[src/rtl/fft_sample_dma.sv]
// Sample-buffer DMA: Avalon-MM slave for CSRs/buffer access, Avalon-MM master moving words
// between the on-chip sample SRAM and system memory. Optional irq output with FFT_DMA_IRQ_EN.
module fft_sample_dma #(
  parameter int MASTER_ADDRESSWIDTH = 32,
  parameter int DATAWIDTH           = 32,
  parameter int SAMPLE_WIDTH        = 16,
  parameter int DEPTH_LOG2          = 9,
  parameter int SLAVE_ADDRESSWIDTH  = DEPTH_LOG2 + 1
) (
  input  logic                           clk,
  input  logic                           rst,
  input  logic                           slave_chipselect,
  input  logic                           slave_read,
  input  logic                           slave_write,
  input  logic [SLAVE_ADDRESSWIDTH-1:0]  slave_address,
  input  logic [DATAWIDTH-1:0]           slave_writedata,
  output logic [DATAWIDTH-1:0]           slave_readdata,
  output logic                           slave_readdatavalid,
  output logic [MASTER_ADDRESSWIDTH-1:0] master_address,
  output logic                           master_write,
  output logic                           master_read,
  output logic [DATAWIDTH-1:0]           master_writedata,
  input  logic [DATAWIDTH-1:0]           master_readdata,
  input  logic                           master_readdatavalid,
  input  logic                           master_waitrequest,
  output logic                           f_wren,
  output logic                           f_rden,
  output logic [DEPTH_LOG2-1:0]          f_address,
  output logic [SAMPLE_WIDTH-1:0]        f_data,
`ifdef FFT_DMA_IRQ_EN
  output logic                           irq,
`endif
  input  logic [SAMPLE_WIDTH-1:0]        f_q
);

  localparam int MAW   = MASTER_ADDRESSWIDTH;
  localparam int CW    = DEPTH_LOG2 + 1;
  localparam int DEPTH = 1 << DEPTH_LOG2;
  localparam int BYTES = DATAWIDTH / 8;

  typedef enum logic [2:0] {IDLE, FETCH, FWAIT, WR, RD, RWAIT, STORE, DONE} state_t;

  // Master handshake: a strobe is held with address/data stable until a cycle
  // with !master_waitrequest; read data is taken on master_readdatavalid.
  state_t state, state_n;

  logic [CW-1:0]  idx, idx_n, run_len, len_q;
  logic [MAW-1:0] addr_q;
  logic           dir_q, done_q, err_q, mask_bit;
  logic           busy, last;
  logic           sel_csr, buf_wr, buf_rd, csr_wr, csr_rd;
  logic [1:0]     csr_idx;
  logic           start_wr, launch, done_set, err_set, clr_done, clr_err;
  logic           rd_s1, rd_s1_z, rd_s2, rd_s2_z;
  logic [DATAWIDTH-1:0] csr_val;
  logic           unused_rdata;

  assign unused_rdata = ^master_readdata;

  assign busy     = (state != IDLE);
  assign sel_csr  = slave_address[SLAVE_ADDRESSWIDTH-1];
  assign csr_idx  = slave_address[1:0];
  assign buf_wr   = slave_chipselect & slave_write & ~sel_csr;
  assign buf_rd   = slave_chipselect & slave_read  & ~sel_csr;
  assign csr_wr   = slave_chipselect & slave_write &  sel_csr;
  assign csr_rd   = slave_chipselect & slave_read  &  sel_csr;
  assign start_wr = csr_wr && (csr_idx == 2'd0) && slave_writedata[0];
  assign launch   = start_wr && !busy && (len_q != '0);
  assign last     = ((idx + CW'(1)) == run_len);

  assign done_set = (state == DONE) || (start_wr && !busy && (len_q == '0));
  assign err_set  = (start_wr && busy) || (buf_wr && busy);
  assign clr_done = csr_wr && (csr_idx == 2'd3) && slave_writedata[1];
  assign clr_err  = csr_wr && (csr_idx == 2'd3) && slave_writedata[2];

  always_comb begin
    state_n = state;
    idx_n   = idx;
    case (state)
      IDLE: begin
        if (launch) begin
          idx_n   = '0;
          state_n = slave_writedata[1] ? RD : FETCH;
        end
      end
      FETCH: state_n = FWAIT;
      FWAIT: state_n = WR;
      WR: begin
        if (!master_waitrequest) begin
          idx_n   = idx + CW'(1);
          state_n = last ? DONE : FETCH;
        end
      end
      RD:    if (!master_waitrequest) state_n = RWAIT;
      RWAIT: if (master_readdatavalid) state_n = STORE;
      STORE: begin
        idx_n   = idx + CW'(1);
        state_n = last ? DONE : RD;
      end
      DONE:    state_n = IDLE;
      default: state_n = IDLE;
    endcase
  end

  always_comb begin
    csr_val = '0;
    case (csr_idx)
      2'd0:    csr_val[2:0] = {mask_bit, dir_q, 1'b0};
      2'd1:    csr_val = DATAWIDTH'(addr_q);
      2'd2:    csr_val = DATAWIDTH'(len_q);
      default: csr_val[2:0] = {err_q, done_q, busy};
    endcase
  end

  // FSM, master port and SRAM strobes; strobes are registered from the next state.
  always_ff @(posedge clk or posedge rst) begin
    if (rst) begin
      state            <= IDLE;
      idx              <= '0;
      run_len          <= '0;
      master_address   <= '0;
      master_write     <= 1'b0;
      master_read      <= 1'b0;
      master_writedata <= '0;
      f_wren           <= 1'b0;
      f_rden           <= 1'b0;
      f_address        <= '0;
      f_data           <= '0;
    end else begin
      state        <= state_n;
      idx          <= idx_n;
      master_write <= (state_n == WR);
      master_read  <= (state_n == RD);
      if (launch) begin
        master_address <= addr_q;
        run_len        <= len_q;
      end else if (((state == WR) || (state == RD)) && !master_waitrequest) begin
        master_address <= master_address + MAW'(BYTES);
      end
      if (state == FWAIT) master_writedata <= DATAWIDTH'(f_q);
      // The FSM owns the SRAM while busy; slave buffer accesses only get through in IDLE.
      f_rden <= (state_n == FETCH) || (buf_rd && !busy);
      f_wren <= (state_n == STORE) || (buf_wr && !busy);
      if ((state_n == FETCH) || (state_n == STORE)) begin
        f_address <= idx_n[DEPTH_LOG2-1:0];
      end else if ((buf_rd || buf_wr) && !busy) begin
        f_address <= slave_address[DEPTH_LOG2-1:0];
      end
      if (state_n == STORE) begin
        f_data <= master_readdata[SAMPLE_WIDTH-1:0];
      end else if (buf_wr && !busy) begin
        f_data <= slave_writedata[SAMPLE_WIDTH-1:0];
      end
    end
  end

  // CSRs and the slave read-return pipeline.
  always_ff @(posedge clk or posedge rst) begin
    if (rst) begin
      addr_q              <= '0;
      len_q               <= '0;
      dir_q               <= 1'b0;
      done_q              <= 1'b0;
      err_q               <= 1'b0;
      rd_s1               <= 1'b0;
      rd_s1_z             <= 1'b0;
      rd_s2               <= 1'b0;
      rd_s2_z             <= 1'b0;
      slave_readdata      <= '0;
      slave_readdatavalid <= 1'b0;
    end else begin
      if (csr_wr) begin
        case (csr_idx)
          2'd0: dir_q  <= slave_writedata[1];
          2'd1: addr_q <= MAW'(slave_writedata);
          2'd2: len_q  <= (slave_writedata > DATAWIDTH'(DEPTH)) ? CW'(DEPTH)
                                                                : CW'(slave_writedata);
          default: ;
        endcase
      end
      done_q  <= done_set | (done_q & ~clr_done);
      err_q   <= err_set  | (err_q  & ~clr_err);
      rd_s1   <= buf_rd;
      rd_s1_z <= busy;
      rd_s2   <= rd_s1;
      rd_s2_z <= rd_s1_z;
      // A buffer read returning in the same cycle as a CSR read takes the bus.
      if (rd_s2) begin
        slave_readdata      <= rd_s2_z ? '0 : DATAWIDTH'(f_q);
        slave_readdatavalid <= 1'b1;
      end else if (csr_rd) begin
        slave_readdata      <= csr_val;
        slave_readdatavalid <= 1'b1;
      end else begin
        slave_readdatavalid <= 1'b0;
      end
    end
  end

`ifdef FFT_DMA_IRQ_EN
  logic mask_q;
  assign mask_bit = mask_q;

  always_ff @(posedge clk or posedge rst) begin
    if (rst) begin
      mask_q <= 1'b0;
      irq    <= 1'b0;
    end else begin
      if (csr_wr && (csr_idx == 2'd0)) mask_q <= slave_writedata[2];
      irq <= mask_q & (done_q | err_q);
    end
  end
`else
  assign mask_bit = 1'b0;
`endif

endmodule

[config.mk]
export PLATFORM = sky130hd
export DESIGN_NAME = fft_sample_dma
export DESIGN_NICKNAME = d
export VERILOG_FILES = /design/src/rtl/fft_sample_dma.sv
export SDC_FILE = /design/constraint.sdc
export NUM_CORES = 1
export LEC_CHECK = 0
export ABC_CLOCK_PERIOD_IN_PS = 5650
export BUFFER_PORTS_ARGS = -buffer_cell sky130_fd_sc_hd__buf_4
export CORE_MARGIN = 1
export CORE_UTILIZATION = 48
export DETAILED_ROUTE_END_ITERATION = 10
export GPL_TIMING_DRIVEN = 0
export HOLD_SLACK_MARGIN = 0.05
export PLACE_DENSITY = 0.77
export SLEW_MARGIN = 15
export SYNTH_ARGS = -nofsm -noshare
export SYNTH_HDL_FRONTEND = slang
export SYNTH_SLANG_ARGS = --single-unit
[constraint.sdc]
create_clock -name clk -period 5.65 [get_ports clk]
set_clock_uncertainty 0.05 [all_clocks]
set_input_delay 1.13 -clock clk [delete_from_list [all_inputs] [get_ports clk]]
set_output_delay 1.13 -clock clk [all_outputs]
set_load 0.01 [all_outputs]
==> impl_metrics.yaml, run 1 <==
die:
  rows: 48
  io_pins: 223
  design.die.area_sq_um: 18300
  start_util_pct: 49.2
  chipHeight_um: 135
  core_area_sq_um: 17300
  dieWidth_um: 135
global_route:
  antenna_found_initial: 0
  grt_use_total_pct: 27.0
  grt_pass1_wl_um: 37600
  grt_pass1_vias: 6987
  grt-ovfl-total: 0
  grt_max_degree: 36
power:
  power_density_nw_per_um2: 403
  p_leak_uw: 0.00529
  ir_drop_uv: 264
clock_tree:
  clkTransAtPathRegs_ps: 70
  cts_inserted_buffers: 17
  root_buffer: "clkbuf_16"
  htree_levels: 4
  post_cts_buffers: 0
  clock_latency_ps: 430
  cts.sinks: 182
  cts_repair_resize_count: 0
  clk_path_buf_depth: 2
  cts_tree: "yes"
  hold_buffers: 0
synth:
  synth_top_area_cell: "dfrtp_1"
  yosysSeqAreaShare_pct: 53.6
  synth_edf_count: 0
  synth.distinct_cells: 65
  synth_top_area_share_pct: 53.6
  synth_area_sq_um: 8500
  synth_seq_cells: 182
  ys_top_cells_by_area: "dfrtp_1 54%, mux2_2 7.9%, nand2_1 4.8%"
  synth_ff_type: "dfrtp_1"
  ys_warn_count: 0
  synthCells: 793
  async_flop_share_pct: 100
  syn_avg_cell_area_sq_um: 10.7
sta:
  holdWs_ps: 306
  slew_headroom_pct: 27.4
  slew_viol_final: 0
  finalCriticalPeriod_ps: 3230
  finalHoldViolations: 0
  max_freq_mhz: 310
  fin_crit_sh_pct: 57.1
  setup_violations: 0
  layout_setup_ws_ps: 2420
  tns_ps: 0
  worstMarginPinSlew_ps: 1090
  rsz0062_at_grt: "no"
drt:
  drc: 0
  met1_length_um: 9720
  ant_nets: 0
  drt_pass1_iterations: 5
  route.met2.wl_um: 11600
  vias: 7095
  drt-total-wl_um: 23200
  dr_wl_met3_um: 1430
  wl_per_cell_um: 18.4
  drtIter0Drc: 447
  top_layer: "met4"
  viasPerCell: 5.63
setup_path:
  cp-end-kind: "flop"
  crit_required_ps: 5910
  crit_fanout: 10
  startpoint_type: "input port"
  path_class: "input port to flop"
  cpPeakStageDelay_ps: 380
  path_cells: "buf_4 > and3_1 > clkbuf_1 > and4_1 > buf_2 > nand2_1 > o21ai_0 > a31o_2 > a31oi_4 > mux2_2"
  worst-path-buf-inv: 3
  crit_slowest_cell: "a31oi_4"
  cp.arrival_ps: 3490
  cp_top_family: "compound AO/OA/AOI/OAI gates"
cells_and_area:
  ff_latch_area_sq_um: 4550
  multi_input_area_sq_um: 3630
  final_cell_count_no_fill: 1261
  drive_gt1_share_pct: 31.9
  diodes: 0
  fillCellCount: 1413
  postLayoutCoreUtil_pct: 63.7
  nNetsFinal: 1126
  syn2layout_area_growth_pct: 29.5
place:
  dp_hpwl_um: 17600
  gp_congestion: 0.873
  numPortBuffers: 190
  dp.cells: 1229
  post-place-ws_ps: 1990
job:
  cap_violations: 0
run_status:
  status: "complete, no violations"
worst_hold_path:
  hold_class: "flop to flop"
## final cells by class
class / count / area share [%]
Buffer: 55 / 2.78
Sequential cell: 182 / 41.4
Clock inverter: 13 / 1.55
Tap cell: 225 / 2.56
Clock buffer: 19 / 4.02
Multi-Input combinational cell: 554 / 33.0
Inverter: 17 / 0.614
Timing Repair Buffer: 196 / 14.1
## cell usage after synthesis, drive strengths merged, types with 17 or more instances
| master | count |
|---|---|
| nand2 | 108 |
| nor3 | 20 |
| mux2 | 60 |
| buf | 29 |
| a22oi | 32 |
| a21oi | 35 |
| inv | 17 |
| a22o | 28 |
| dfrtp | 182 |
| clkbuf | 26 |
| nand3 | 21 |
| nor2 | 46 |
| xor2 | 18 |
| o21ai | 45 |
## worst register-to-register path: stages, from the launching register on
cell	delay, ps
dfrtp_1	470
ha_1	330
o21ba_2	230
a221oi_1	320
o32ai_1	200
nor4_2	450
a21oi_2	190
a31oi_4	430
mux2_2	390
## flip-flops by register name (all words and copies together) (netlist names), 3 cells and up
signal	flops
len_q	10
state	3
master_writedata	16
idx	10
addr_q	32
f_data	16
master_address	32
run_len	10
f_address	9
slave_readdata	32
## kinds of logic after synthesis
family,after synthesis,synth area share (%)
other,1,0.0441
adder cells (fa/ha/maj),6,0.883
XOR/XNOR,31,3.19
flip-flops,182,53.6
AO/OA/AOI/OAI,178,14.3
AND/OR/NAND/NOR,257,15.0
multiplexers,66,8.65
buffers and inverters,72,4.36
## final timing paths
path | start | to | slack, ps | depth (start not counted)
worst max-delay path | slave_address[9] | f_address[5] | 2420 | 10
worst min-delay path | rd_s1 | rd_s2 | 310 | 0
worst max register to register | idx[0] | f_address[5] | 2480 | 8
worst min register to register | rd_s1 | rd_s2 | 310 | 0
max in group asynchronous | rst | master_writedata[7] | 4000 | 5
min in group asynchronous | rst | master_address[24] | 600 | 2
## layer usage
layer / vias up / GRT usage [%]
li1: 3287 / -
met1: 3529 / 35.9
met2: 244 / 44.0
met3: 35 / 5.74
met4: 0 / 8.93
met5: - / 0
## cell usage in the layout (no fill, tap or decap), drive strengths merged, types with 4 or more instances in the layout
cell type    n
a211oi       7
a21oi       35
a22o        28
a22oi       32
a311oi       4
and3         5
and4         6
buf        225
clkbuf      45
clkinv       4
clkinvlp     4
conb        16
dfrtp      182
ha           6
inv         19
mux2        60
mux2i        6
nand2      108
nand2b       7
nand3       21
nand3b       4
nand4       10
nor2        46
nor2b        4
nor3        20
nor4        12
o21ai       45
o41ai        4
or3          6
xnor2       13
xor2        18
## per-stage QoR
step / power [uW] / cell area (sq um)
6_report: 4430 / 11000
5_1_grt: 4690 / 11000
4_1_cts: 4450 / 11000
3_5_place_dp: 3220 / 10400
3_3_place_gp: 3170 / 10300
2_1_floorplan: 2590 / 8560
## where the power goes
group / switching [uW] / internal, uW / total, uW
registers: 251 / 1610 / 1860
clock network: 521 / 713 / 1230
logic: 667 / 676 / 1340
(Power assumes the default switching activity.)
==> inputs of run 2 (changes only) <==
ABC_CLOCK_PERIOD_IN_PS = 3000   (was 5650)
CORE_UTILIZATION = 53   (was 48)
PLACE_DENSITY = 0.8   (was 0.77)
clock period = 3 ns   (was 5.65 ns; I/O delays follow)
==> run 2 against run 1 <==
Sequential cell count unchanged. Clock power rose by 85%. Cell area up 0.19%. Sequential power is 89% higher. Via count rose by 1.0%. Sequential share of layout area down 0.069 points. Total power increased by 90%. Cell count decreased by 1.0%. Hold slack worse by 130 ps. Largest cell class unchanged.
==> impl_metrics.yaml, run 2 (same netlist as run 1, synthesis figures left out) <==
run_status:
  status: "complete, no violations"
place:
  numPortBuffers: 190
  dp_hpwl_um: 17400
  placed_cell_area_sq_um: 10400
  gp_congestion: 0.842
cells_and_area:
  drive_gt1_share_pct: 32.5
  syn2layout_area_growth_pct: 29.8
  top_regs: "addr_q: 32 flops, master_address: 32 flops, slave_readdata: 32 flops"
  diodes: 0
  final_common_cell: "buf_4"
  mostFrequentLayoutCells: "211 x buf_4, 181 x dfrtp_1, 108 x nand2_1"
  fillCellCount: 1180
  final_area_sq_um: 11000
  ff_latch_area_sq_um: 4560
  multi_input_area_sq_um: 3690
  nNetsFinal: 1127
drt:
  drt_pass1_iterations: 5
  drt-total-wl_um: 23500
  vias: 7168
  drtIter0Drc: 561
  viasPerCell: 5.74
  ant_nets: 0
  drc: 0
  wl_per_cell_um: 18.8
die:
  io_pins: 223
  rows: 45
  dieWidth_um: 129
  design.die.area_sq_um: 16600
  start_util_pct: 55.1
  chipHeight_um: 129
  core_area_sq_um: 15400
setup_path:
  worst_r2r_endpoint: "f_address[7]"
  crit_slowest_cell: "dfrtp_1"
  rr_worst_depth: 10
  cp-end-kind: "flop"
  path_cells: "ha_4 > nand3_1 > o21ai_0 > nand4_1 > buf_4 > nor4_4 > a21oi_2 > a31oi_4 > buf_12 > mux2_2"
  path_class: "flop to flop"
  r2r_start: "idx[1]"
  cp.arrival_ps: 3180
  cpPeakStageDelay_ps: 470
  startpoint_type: "flop"
  crit_fanout: 9
  r2r_setup_slack_ps: 90
  crit_required_ps: 3270
sta:
  worstMarginPinSlew_ps: 1100
  finalCriticalPeriod_ps: 2910
  setup_violations: 0
  slew_viol_final: 0
  fin_crit_sh_pct: 97.1
  max_freq_mhz: 343
  finalHoldViolations: 0
  slew_headroom_pct: 26.4
global_route:
  antenna_found_initial: 0
  grt_use_total_pct: 29.5
  grt_max_degree: 38
  grt-ovfl-total: 0
  grt_pass1_vias: 6774
  grt_pass1_wl_um: 36700
clock_tree:
  clkTransAtPathRegs_ps: 60
  cts_inserted_buffers: 17
  clk_path_buf_depth: 2
  cts_tree: "yes"
  clock_latency_ps: 430
  cts.sinks: 182
  htree_levels: 4
  root_buffer: "clkbuf_16"
worst_hold_path:
  hold_class: "input port to async pin"
power:
  p_total_uw: 8420
  power_density_nw_per_um2: 763
  p_leak_uw: 0.00529
  ir_drop_uv: 515
job:
  cap_violations: 0
[run 2: area by class of cell]
| type | count | area share, % |
|---|---|---|
| flip-flops and latches | 182 | 41.3 |
| inverters | 17 | 0.612 |
| repair buffers | 197 | 14.1 |
| clock inverters | 9 | 1.13 |
| plain buffers | 55 | 2.78 |
| clock buffers | 23 | 4.24 |
| multi-input cells | 554 | 33.5 |
| well taps | 211 | 2.39 |
[run 2: what timing repair did]
| item | 4_1_cts | 5_1_grt |
|---|---|---|
| hold buffers | 0 | 0 |
| endpoints found under the setup margin | 9 | 17 |
| gates resized for setup | 3 | 8 |
| buffers inserted | 1 | 1 |
| pin swaps | 3 | 3 |
[run 2: worst max path at each step]
| stage | from | end | slack, ps |
|---|---|---|---|
| floorplan | rst | addr_q[0] | 10 |
| global placement | rst | f_data[1] | -1070 |
| detailed placement | idx[0] | f_address[0] | -120 |
| CTS | idx[0] | f_address[5] | 40 |
| global route | idx[1] | f_address[5] | -30 |
| finish | idx[1] | f_address[7] | 90 |
[run 2: critical path: cells and delay by family (launching register included)]
family                     cells  cell delay, ps
buffers and inverters          2             360
DFF                            1             470
muxes                          1             330
and+or+nand+nor                3             690
adders and majority gates      1             220
AOI/OAI and AO/OA              3             660
[run 2: routing by layer]
metal	wire length [um]	GRT usage, %	vias to the layer above
met3	1780	6.99	46
met1	10300	40.7	3520
met2	10900	46.3	316
li1	-	-	3286
met4	523	9.76	0
met5	0	0	-
[run 2: through the flow]
stage / setup TNS, ps / hold WS (ps) / utilization, % / setup WS (ps) / std cells
2_1_floorplan: 0 / 281 / - / 13.4 / 808
3_3_place_gp: -193210 / 283 / 66.5 / -1070 / 1209
3_5_place_dp: -672 / 286 / 67.1 / -116 / 1214
4_1_cts: 0 / 184 / 71.2 / 37.1 / 1247
5_1_grt: -151 / 210 / 71.5 / -28.3 / 1248
6_report: 0 / 181 / 71.5 / 86.2 / 1248
[run 2: power by group]
| group | switching [uW] | leakage, uW | total (uW) | internal (uW) |
|---|---|---|---|---|
| logic | 1290 | 0.00264 | 2620 | 1330 |
| registers | 490 | 0.00237 | 3520 | 3030 |
| clock network | 932 | 0.000287 | 2280 | 1350 |
==> inputs of run 3 (changes only) <==
ABC_CLOCK_PERIOD_IN_PS = 3150   (was 3000)
clock period = 3.15 ns   (was 3 ns; I/O delays follow)
==> run 3 against run 2 <==
First-iteration DRC count is 2.9% lower. Sequential power is 5% lower. Total power is 5.4% lower. Sequential cell count stayed put. Core utilization is 0.28 points lower. Clock power is 5% lower. Die area stayed put. Sequential share of layout area is 0.16 points higher.
==> impl_metrics.yaml, run 3 (same netlist as run 1, synthesis figures left out) <==
cells_and_area:
  syn2layout_area_growth_pct: 29.2
  final_common_cell: "buf_4"
  final_area_sq_um: 11000
  final_cell_count_no_fill: 1247
  mostFrequentLayoutCells: "210 x buf_4, 181 x dfrtp_1, 108 x nand2_1"
  fillCellCount: 1190
  multi_input_area_sq_um: 3660
  ff_latch_area_sq_um: 4560
  nNetsFinal: 1126
  top_regs: "addr_q: 32 flops, master_address: 32 flops, slave_readdata: 32 flops"
  drive_gt1_share_pct: 32.1
  diodes: 0
die:
  chipHeight_um: 129
  core_area_sq_um: 15400
  dieWidth_um: 129
  io_pins: 223
  rows: 45
  start_util_pct: 55.1
  design.die.area_sq_um: 16600
sta:
  max_freq_mhz: 339
  holdWs_ps: 215
  finalHoldViolations: 0
  worstMarginPinSlew_ps: 1100
  slew_headroom_pct: 26.3
  rsz0062_at_grt: "no"
  setup_violations: 0
  slew_viol_final: 0
  tns_ps: 0
  fin_crit_sh_pct: 93.6
  finalCriticalPeriod_ps: 2950
global_route:
  grt-ovfl-total: 0
  grt_pass1_vias: 6771
  grt_pass1_wl_um: 36700
  grt_max_degree: 38
  grt_use_total_pct: 29.5
  antenna_found_initial: 0
drt:
  drc: 0
  viasPerCell: 5.69
  drt_pass1_iterations: 5
  drt-total-wl_um: 23300
  vias: 7100
  wl_per_cell_um: 18.7
  ant_nets: 0
  drtIter0Drc: 545
job:
  cap_violations: 0
place:
  dp_hpwl_um: 17400
  gp_congestion: 0.842
  placed_cell_area_sq_um: 10400
  dp.cells: 1214
  numPortBuffers: 190
power:
  power_density_nw_per_um2: 724
  ir_drop_uv: 488
  p_leak_uw: 0.00528
run_status:
  status: "complete, no violations"
setup_path:
  crit_required_ps: 3410
  startpoint_type: "flop"
  cp.arrival_ps: 3210
  cp-end-kind: "flop"
  crit_fanout: 9
  path_class: "flop to flop"
clock_tree:
  clkTransAtPathRegs_ps: 60
  clk_path_buf_depth: 2
  clock_latency_ps: 430
  cts_inserted_buffers: 17
  cts_tree: "yes"
  htree_levels: 4
  cts.sinks: 182
  root_buffer: "clkbuf_16"
worst_hold_path:
  hold_class: "input port to async pin"
[run 3: changes by cell type in the layout (fill, tap and decap cells not counted)]
| cell | change |
|---|---|
| nand3_1 | +2 |
| nand3_2 | -2 |
| buf_4 | -1 |
| ha_2 | +1 |
| ha_4 | -1 |
| nor4_2 | +1 |
| nor4_4 | -1 |
| o32ai_1 | +1 |
| o32ai_2 | -1 |
[run 3: worst max-delay path, stage by stage (launching register included)]
cell	delay [ps]
dfrtp_2	460
ha_2	250
o21ba_2	210
a221oi_1	280
o32ai_1	230
o41ai_2	420
nand3_1	220
a31oi_4	230
buf_12	160
mux2_2	330
[run 3: what timing repair did]
action | 4_1_cts | 5_1_grt
endpoints found under the hold margin | 0 | 0
setup endpoints to repair | 6 | 18
resized for setup | 0 | 6
setup buffers | 1 | 0
pin swaps | 1 | 1
hold buffers | 0 | 0
[run 3: area by class of cell]
type | instances | share of cell area [%]
clock inverters | 9 | 1.14
plain buffers | 55 | 2.79
inverters | 17 | 0.615
repair buffers | 196 | 14.1
flip-flops and latches | 182 | 41.5
clock buffers | 23 | 4.26
well taps | 211 | 2.40
multi-input cells | 554 | 33.3
[run 3: final timing paths]
check                       start                 end  slack, ps  cells after the start
hold / removal                rst  master_address[23]        220                      2
min in group clk            rd_s1               rd_s2        300                      0
setup / recovery           idx[0]        f_address[7]        200                      9
setup reg to reg           idx[0]        f_address[7]        200                      9
max in group asynchronous     rst              idx[0]       2000                      4
hold reg to reg             rd_s1               rd_s2        300                      0
[run 3: metrics by stage]
step,worst slack (ps),utilization [%],power [uW]
after global placement,-950,66.5,5680
final,201,71.2,7960
after detailed placement,34.2,67.1,5770
after global routing,26.5,71.2,8360
after floorplan,133,-,4650
after CTS,32.1,71.1,7960
[run 3: per-layer routing]
layer,wire length [um],vias up,GRT usage (%)
met5,0,-,0
met4,407,0,9.76
met2,11000,264,46.3
li1,-,3277,-
met3,1690,34,6.99
met1,10200,3525,40.7
[run 3: power by group]
part	leakage, uW	internal (uW)	switching, uW
registers	0.00237	2880	464
logic	0.00263	1240	1210
clock network	0.000287	1290	882
total	0.00528	5410	2550
